`config.mk`:
```
export PLATFORM = sky130hd
export DESIGN_NAME = raid_host_arbiter
export DESIGN_NICKNAME = d
export VERILOG_FILES = /design/src/rtl/raid_pkg.sv /design/src/rtl/raid_sat_counter.sv /design/src/rtl/raid_host_arbiter.sv
export SDC_FILE = /design/constraint.sdc
export NUM_CORES = 1
export LEC_CHECK = 0
export CAP_MARGIN = 20
export CORE_ASPECT_RATIO = 1.2
export CORE_MARGIN = 10
export CORE_UTILIZATION = 55
export CTS_CLUSTER_DIAMETER = 50
export CTS_CLUSTER_SIZE = 28
export DETAILED_ROUTE_END_ITERATION = 10
export GPL_ROUTABILITY_DRIVEN = 0
export HOLD_SLACK_MARGIN = 0.15
export PLACE_DENSITY = 0.95
export SLEW_MARGIN = 10
export SYNTH_ARGS = -nofsm -noshare
export SYNTH_HDL_FRONTEND = slang
export SYNTH_SLANG_ARGS = --single-unit
```
`constraint.sdc`:
```
create_clock -name clk -period 5.56 [get_ports clk]
set_input_delay 1.112 -clock clk [delete_from_list [all_inputs] [get_ports clk]]
set_output_delay 1.112 -clock clk [all_outputs]
set_load 0.02 [all_outputs]
```
`src/rtl/raid_pkg.sv`:
```
// Shared types and default sizing for the RAID host arbiter.
package raid_pkg;

    typedef enum logic [1:0] {
        ST_IDLE  = 2'd0,
        ST_MH    = 2'd1,
        ST_SH    = 2'd2,
        ST_DRAIN = 2'd3
    } arb_state_t;

    localparam int DEF_TIMEOUT_W = 16;
    localparam int DEF_GAP_CYC   = 2;

endpackage

```
`src/rtl/raid_sat_counter.sv`:
```
// Saturating up-counter with synchronous clear; o_nxt exposes the value the
// next edge will load so callers can act in the same cycle a limit is reached.
module raid_sat_counter
    import raid_pkg::*;
#(
    parameter int W = 8
) (
    input  logic         clk,
    input  logic         rst,
    input  logic         i_clr,
    input  logic         i_inc,
    output logic [W-1:0] o_cnt,
    output logic [W-1:0] o_nxt
);

    logic [W-1:0] r_cnt;

    function automatic logic [W-1:0] sat_inc(input logic [W-1:0] v, input logic inc);
        if (inc && (v != {W{1'b1}}))
            return v + W'(1);
        return v;
    endfunction

    assign o_nxt = i_clr ? '0 : sat_inc(r_cnt, i_inc);
    assign o_cnt = r_cnt;

    always_ff @(posedge clk) begin
        if (rst)
            r_cnt <= '0;
        else
            r_cnt <= o_nxt;
    end

endmodule

```
`src/rtl/raid_host_arbiter.sv`:
```
// Main/secondary host arbiter for a mirrored flash pair, with SH session
// timeout, post-session drain gap and fairness. Grant statistics counters are
// built only when RAID_ARB_STATS_EN is defined; otherwise the count ports read 0.
module raid_host_arbiter
    import raid_pkg::*;
#(
    parameter int TIMEOUT_W = DEF_TIMEOUT_W,
    parameter int GAP_CYC   = DEF_GAP_CYC
) (
    input  logic                 clk,
    input  logic                 rst,
    input  logic                 mh_req,
    input  logic                 sh_req,
    input  logic                 sh_enable,
    input  logic                 flash_busy,
    input  logic [TIMEOUT_W-1:0] timeout_lim,
    output logic                 grant_mh,
    output logic                 grant_sh,
    output logic                 timeout_evt,
    output logic [1:0]           arb_state,
    output logic [7:0]           mh_grant_cnt,
    output logic [7:0]           sh_grant_cnt
);

    // A zero gap still spends one non-busy DRAIN cycle before IDLE.
    localparam int GAP_LIM = (GAP_CYC < 1) ? 1 : GAP_CYC;
    localparam int GAP_W   = $clog2(GAP_LIM + 1);

    arb_state_t           r_state;
    logic                 r_grant_mh;
    logic                 r_grant_sh;
    logic                 r_timeout_evt;
    logic                 r_last_mh;
    logic                 r_sh_kill;
    logic [GAP_W-1:0]     r_gap;

    logic                 w_sh_elig;
    logic                 w_go_mh;
    logic                 w_go_sh;
    logic                 w_gap_done;
    logic                 w_tmo_hit;
    logic [TIMEOUT_W-1:0] w_tmo_cnt;
    logic [TIMEOUT_W-1:0] w_tmo_nxt;

    assign w_sh_elig  = sh_req && sh_enable && !r_sh_kill;
    assign w_go_mh    = (r_state == ST_IDLE) && mh_req && (!w_sh_elig || !r_last_mh);
    assign w_go_sh    = (r_state == ST_IDLE) && w_sh_elig && (!mh_req || r_last_mh);
    assign w_gap_done = (r_gap == GAP_W'(GAP_LIM - 1));

    // Wait cycles of MH during an SH session; held at zero outside SH.
    raid_sat_counter #(.W(TIMEOUT_W)) u_tmo_cnt (
        .clk   (clk),
        .rst   (rst),
        .i_clr (r_state != ST_SH),
        .i_inc (mh_req),
        .o_cnt (w_tmo_cnt),
        .o_nxt (w_tmo_nxt)
    );

    assign w_tmo_hit = (r_state == ST_SH) && (timeout_lim != '0) && (w_tmo_nxt == timeout_lim);

    always_ff @(posedge clk) begin
        if (rst) begin
            r_state       <= ST_IDLE;
            r_grant_mh    <= 1'b0;
            r_grant_sh    <= 1'b0;
            r_timeout_evt <= 1'b0;
            r_last_mh     <= 1'b0;
            r_sh_kill     <= 1'b0;
            r_gap         <= '0;
        end else begin
            r_timeout_evt <= 1'b0;
            if (!sh_req)
                r_sh_kill <= 1'b0;
            case (r_state)
                ST_IDLE: begin
                    if (w_go_mh) begin
                        r_state    <= ST_MH;
                        r_grant_mh <= 1'b1;
                        r_last_mh  <= 1'b1;
                    end else if (w_go_sh) begin
                        r_state    <= ST_SH;
                        r_grant_sh <= 1'b1;
                        r_last_mh  <= 1'b0;
                    end
                end
                ST_MH: begin
                    if (!mh_req) begin
                        r_state    <= ST_DRAIN;
                        r_grant_mh <= 1'b0;
                        r_gap      <= '0;
                    end
                end
                ST_SH: begin
                    // Timeout wins over a simultaneous enable drop so the event is not lost.
                    if (w_tmo_hit) begin
                        r_state       <= ST_DRAIN;
                        r_grant_sh    <= 1'b0;
                        r_timeout_evt <= 1'b1;
                        r_sh_kill     <= 1'b1;
                        r_gap         <= '0;
                    end else if (!sh_req || !sh_enable) begin
                        r_state    <= ST_DRAIN;
                        r_grant_sh <= 1'b0;
                        r_gap      <= '0;
                    end
                end
                ST_DRAIN: begin
                    if (flash_busy) begin
                        r_gap <= '0;
                    end else if (w_gap_done) begin
                        r_state <= ST_IDLE;
                        r_gap   <= '0;
                    end else begin
                        r_gap <= r_gap + GAP_W'(1);
                    end
                end
                default: begin
                    r_state    <= ST_IDLE;
                    r_grant_mh <= 1'b0;
                    r_grant_sh <= 1'b0;
                end
            endcase
        end
    end

    assign grant_mh    = r_grant_mh;
    assign grant_sh    = r_grant_sh;
    assign timeout_evt = r_timeout_evt;
    assign arb_state   = r_state;

`ifdef RAID_ARB_STATS_EN
    logic [7:0] w_unused_mh_nxt;
    logic [7:0] w_unused_sh_nxt;

    raid_sat_counter #(.W(8)) u_mh_cnt (
        .clk   (clk),
        .rst   (rst),
        .i_clr (1'b0),
        .i_inc (w_go_mh),
        .o_cnt (mh_grant_cnt),
        .o_nxt (w_unused_mh_nxt)
    );

    raid_sat_counter #(.W(8)) u_sh_cnt (
        .clk   (clk),
        .rst   (rst),
        .i_clr (1'b0),
        .i_inc (w_go_sh),
        .o_cnt (sh_grant_cnt),
        .o_nxt (w_unused_sh_nxt)
    );
`else
    assign mh_grant_cnt = 8'd0;
    assign sh_grant_cnt = 8'd0;
`endif

endmodule

```
==> results.toml <==
[clock_tree]
cts_resized = 0
numCtsBuffers = 3
cts_hold_buf = 0
cts_tree = "built"
clk_pin_slew_worst_paths_ns = 0.09
cts_buffer_depth = 2
cts.sinks = 25
htree_levels = 1
clkLatencyLatePin_ns = 0.27
clockRootBuffer = "clkbuf_8"
cts_setup_buffers = 0

[grt]
grt_pass1_wl_um = 8960
grt_max_degree = 22
grt_antenna_before_repair = 0
grt_overflow = 0
grt.total_usage_pct = 16.8
grt_pass1_vias = 1923

[place]
dp_cells = 305
io_buffers = 26
dp_hpwl_um = 4210

[synth]
synth_seq_area_share_pct = 24.7
synth_edf_count = 0
syn_inst = 251
synth_area_leader_cell = "dfxtp_1"
async_flop_share_pct = 0
synthTopCellsByArea = "dfxtp_1 25%, buf_4 6.3%, nand2_1 4.4%, nor2_1 4.4%, nand4_1 3.7%"
yosysTopAreaCellShare_pct = 24.7
syn_avg_cell_area_um2 = 8.07
netlist_area_mm2 = 0.00202
synth_flop_cell = "dfxtp_1"
synth_cell_types = 63
yosysWarnings = 0
ys_ff_latch = 25

[die]
initial_core_util_pct = 56.2
rows = 24
core_area_mm2 = 0.00360
die_area_mm2 = 0.00652
fp.dieW_um = 75.4
ios = 43
die_y_um = 86.5

[layout]
area_delta_synth_final_pct = 12.2
fin_cells = 309
final_nets = 298
fin_util_pct = 63.1
final_common_cell = "clkdlybuf4s50_1"
final_cell_mix = "26 x clkdlybuf4s50_1, 25 x dfxtp_1, 24 x nand2_1, 24 x nor2_1, 16 x conb_1"
drive_gt1_share_pct = 8.89
diodes = 0

[power_and_ir_drop]
p_per_area_mw_per_mm2 = 233
p_leak_nw = 0.799
ir_worst_vdd_mv = 0.201

[detailed_routing]
antenna_left = 0
drtIter0Drc = 313
drc = 0
dr.pass1.iters = 8
vias = 1995
vias_per_cell = 6.46
drt-total-wl_um = 5360
wl_per_cell_um = 17.4

[timing]
hold_viol = 0
tns_ns = 0
rsz0062_at_grt = "false"
period_needed_ns = 4.62
finClkSkew_ns = 0.00159
fmax_mhz = 217
finalSetupViolCount = 0
finalCritPeriodShare_pct = 83.1
maxSlewHeadroom_pct = 49.0
slew_violations = 0
hold_ws_ns = 0.454
worstMarginPinSlew_ns = 0.766

[critical_path]
startpoint_type = "primary input"
r2r_start = "u_tmo_cnt.o_cnt[12]$_SDFF_PP0_"
critPathKind = "in -> reg"
crit_fanout = 13
cp-startpoint = "mh_req"
arrival_ns = 4.81
worst_setup_path_end_kind = "register"
crit_required_ns = 5.75

[worst_hold_path]
hold_start = "r_gap[1]$_SDFFE_PP0P_"
hp-class = "reg -> reg"

[run]
maxCapViolations = 0

[run_status]
status = "complete, no violations"
[through the flow]
step                      cell area [um2]  setup slack [ns]  total power, W
after CTS                            2270             0.966        0.000528
after floorplan                      2080              1.76        0.000352
after global routing                 2270             0.722        0.000559
after detailed placement             2230             0.680        0.000416
final                                2270             0.942        0.000528
after global placement               2230             0.806        0.000409
[cells in the mapped netlist (6+ instances only)]
cell type and number:
buf_4 17, xnor2_1 8, inv_1 6, nand2_1 24
o21ai_0 11, nor2_1 24, nand3_1 8, nor3_1 7
a21oi_1 9, dfxtp_1 25, nand4_1 12, nor4_1 7
[kinds of logic (layout without fill, tap and decap cells)]
| kind of cell | count (synthesis) | after routing | synth area share (%) |
|---|---|---|---|
| AO/OA/AOI/OAI | 51 | 51 | 19.2 |
| XOR/XNOR | 12 | 12 | 6.61 |
| adder cells (fa/ha/maj) | 5 | 5 | 3.09 |
| buffers and inverters | 33 | 37 | 9.58 |
| flip-flops | 25 | 25 | 24.7 |
| multiplexers | 6 | 6 | 3.09 |
| other | 1 | 16 | 0.185 |
| AND/OR/NAND/NOR | 118 | 118 | 33.5 |
[final timing paths]
kind | end | slack [ns] | cells after the start
setup / recovery | arb_state[0]$_SDFFE_PP0P_ | 0.94 | 10
hold / removal | r_gap[1]$_SDFFE_PP0P_ | 0.45 | 2
setup reg to reg | arb_state[0]$_SDFFE_PP0P_ | 1.79 | 9
hold reg to reg | r_gap[1]$_SDFFE_PP0P_ | 0.45 | 2
[final cells by class]
type                            count  area, um2
Clock inverter                      1       5.00
Sequential cell                    25        500
Multi-Input combinational cell    208       1390
Tap cell                           39       48.8
Fill cell                         315       1330
Timing Repair Buffer               27        268
Inverter                            6       22.5
Clock buffer                        3       41.3
[flip-flops by register name, summed over array words and instances (netlist names)]
name / flops
u_tmo_cnt.o_cnt: 16
timeout_evt: 1
r_last_mh: 1
r_sh_kill: 1
arb_state: 2
grant_mh: 1
grant_sh: 1
r_gap: 2
[where the power goes]
part | internal (W) | total [W] | leakage, nW | switching, W
sequential | 0.000193 | 0.000206 | 0.202 | 0.0000135
clock | 0.0000503 | 0.000113 | 0.0255 | 0.0000626
combinational | 0.0000867 | 0.000209 | 0.571 | 0.000123
total | 0.000330 | 0.000528 | 0.799 | 0.000199
[worst max-delay path, cell delays in order]
cell	delay, ns
clkdlybuf4s50_1	0.76
and4_1	0.36
nand3_4	0.13
or4_4	0.55
and2_4	0.18
a221oi_2	0.26
nand4_1	0.13
or4_1	0.67
a211o_1	0.37
a221oi_2	0.28
[layer usage]
| layer | vias up | global-route usage, % | part of all wire (%) |
|---|---|---|---|
| met3 | 28 | 2.86 | 8.5 |
| met1 | 908 | 20.1 | 38 |
| met5 | - | 0 | 0 |
| li1 | 939 | - | - |
| met4 | 0 | 8.63 | 3.9 |
| met2 | 120 | 27.8 | 49 |
No activity file was read; power rests on OpenSTA's default activity.
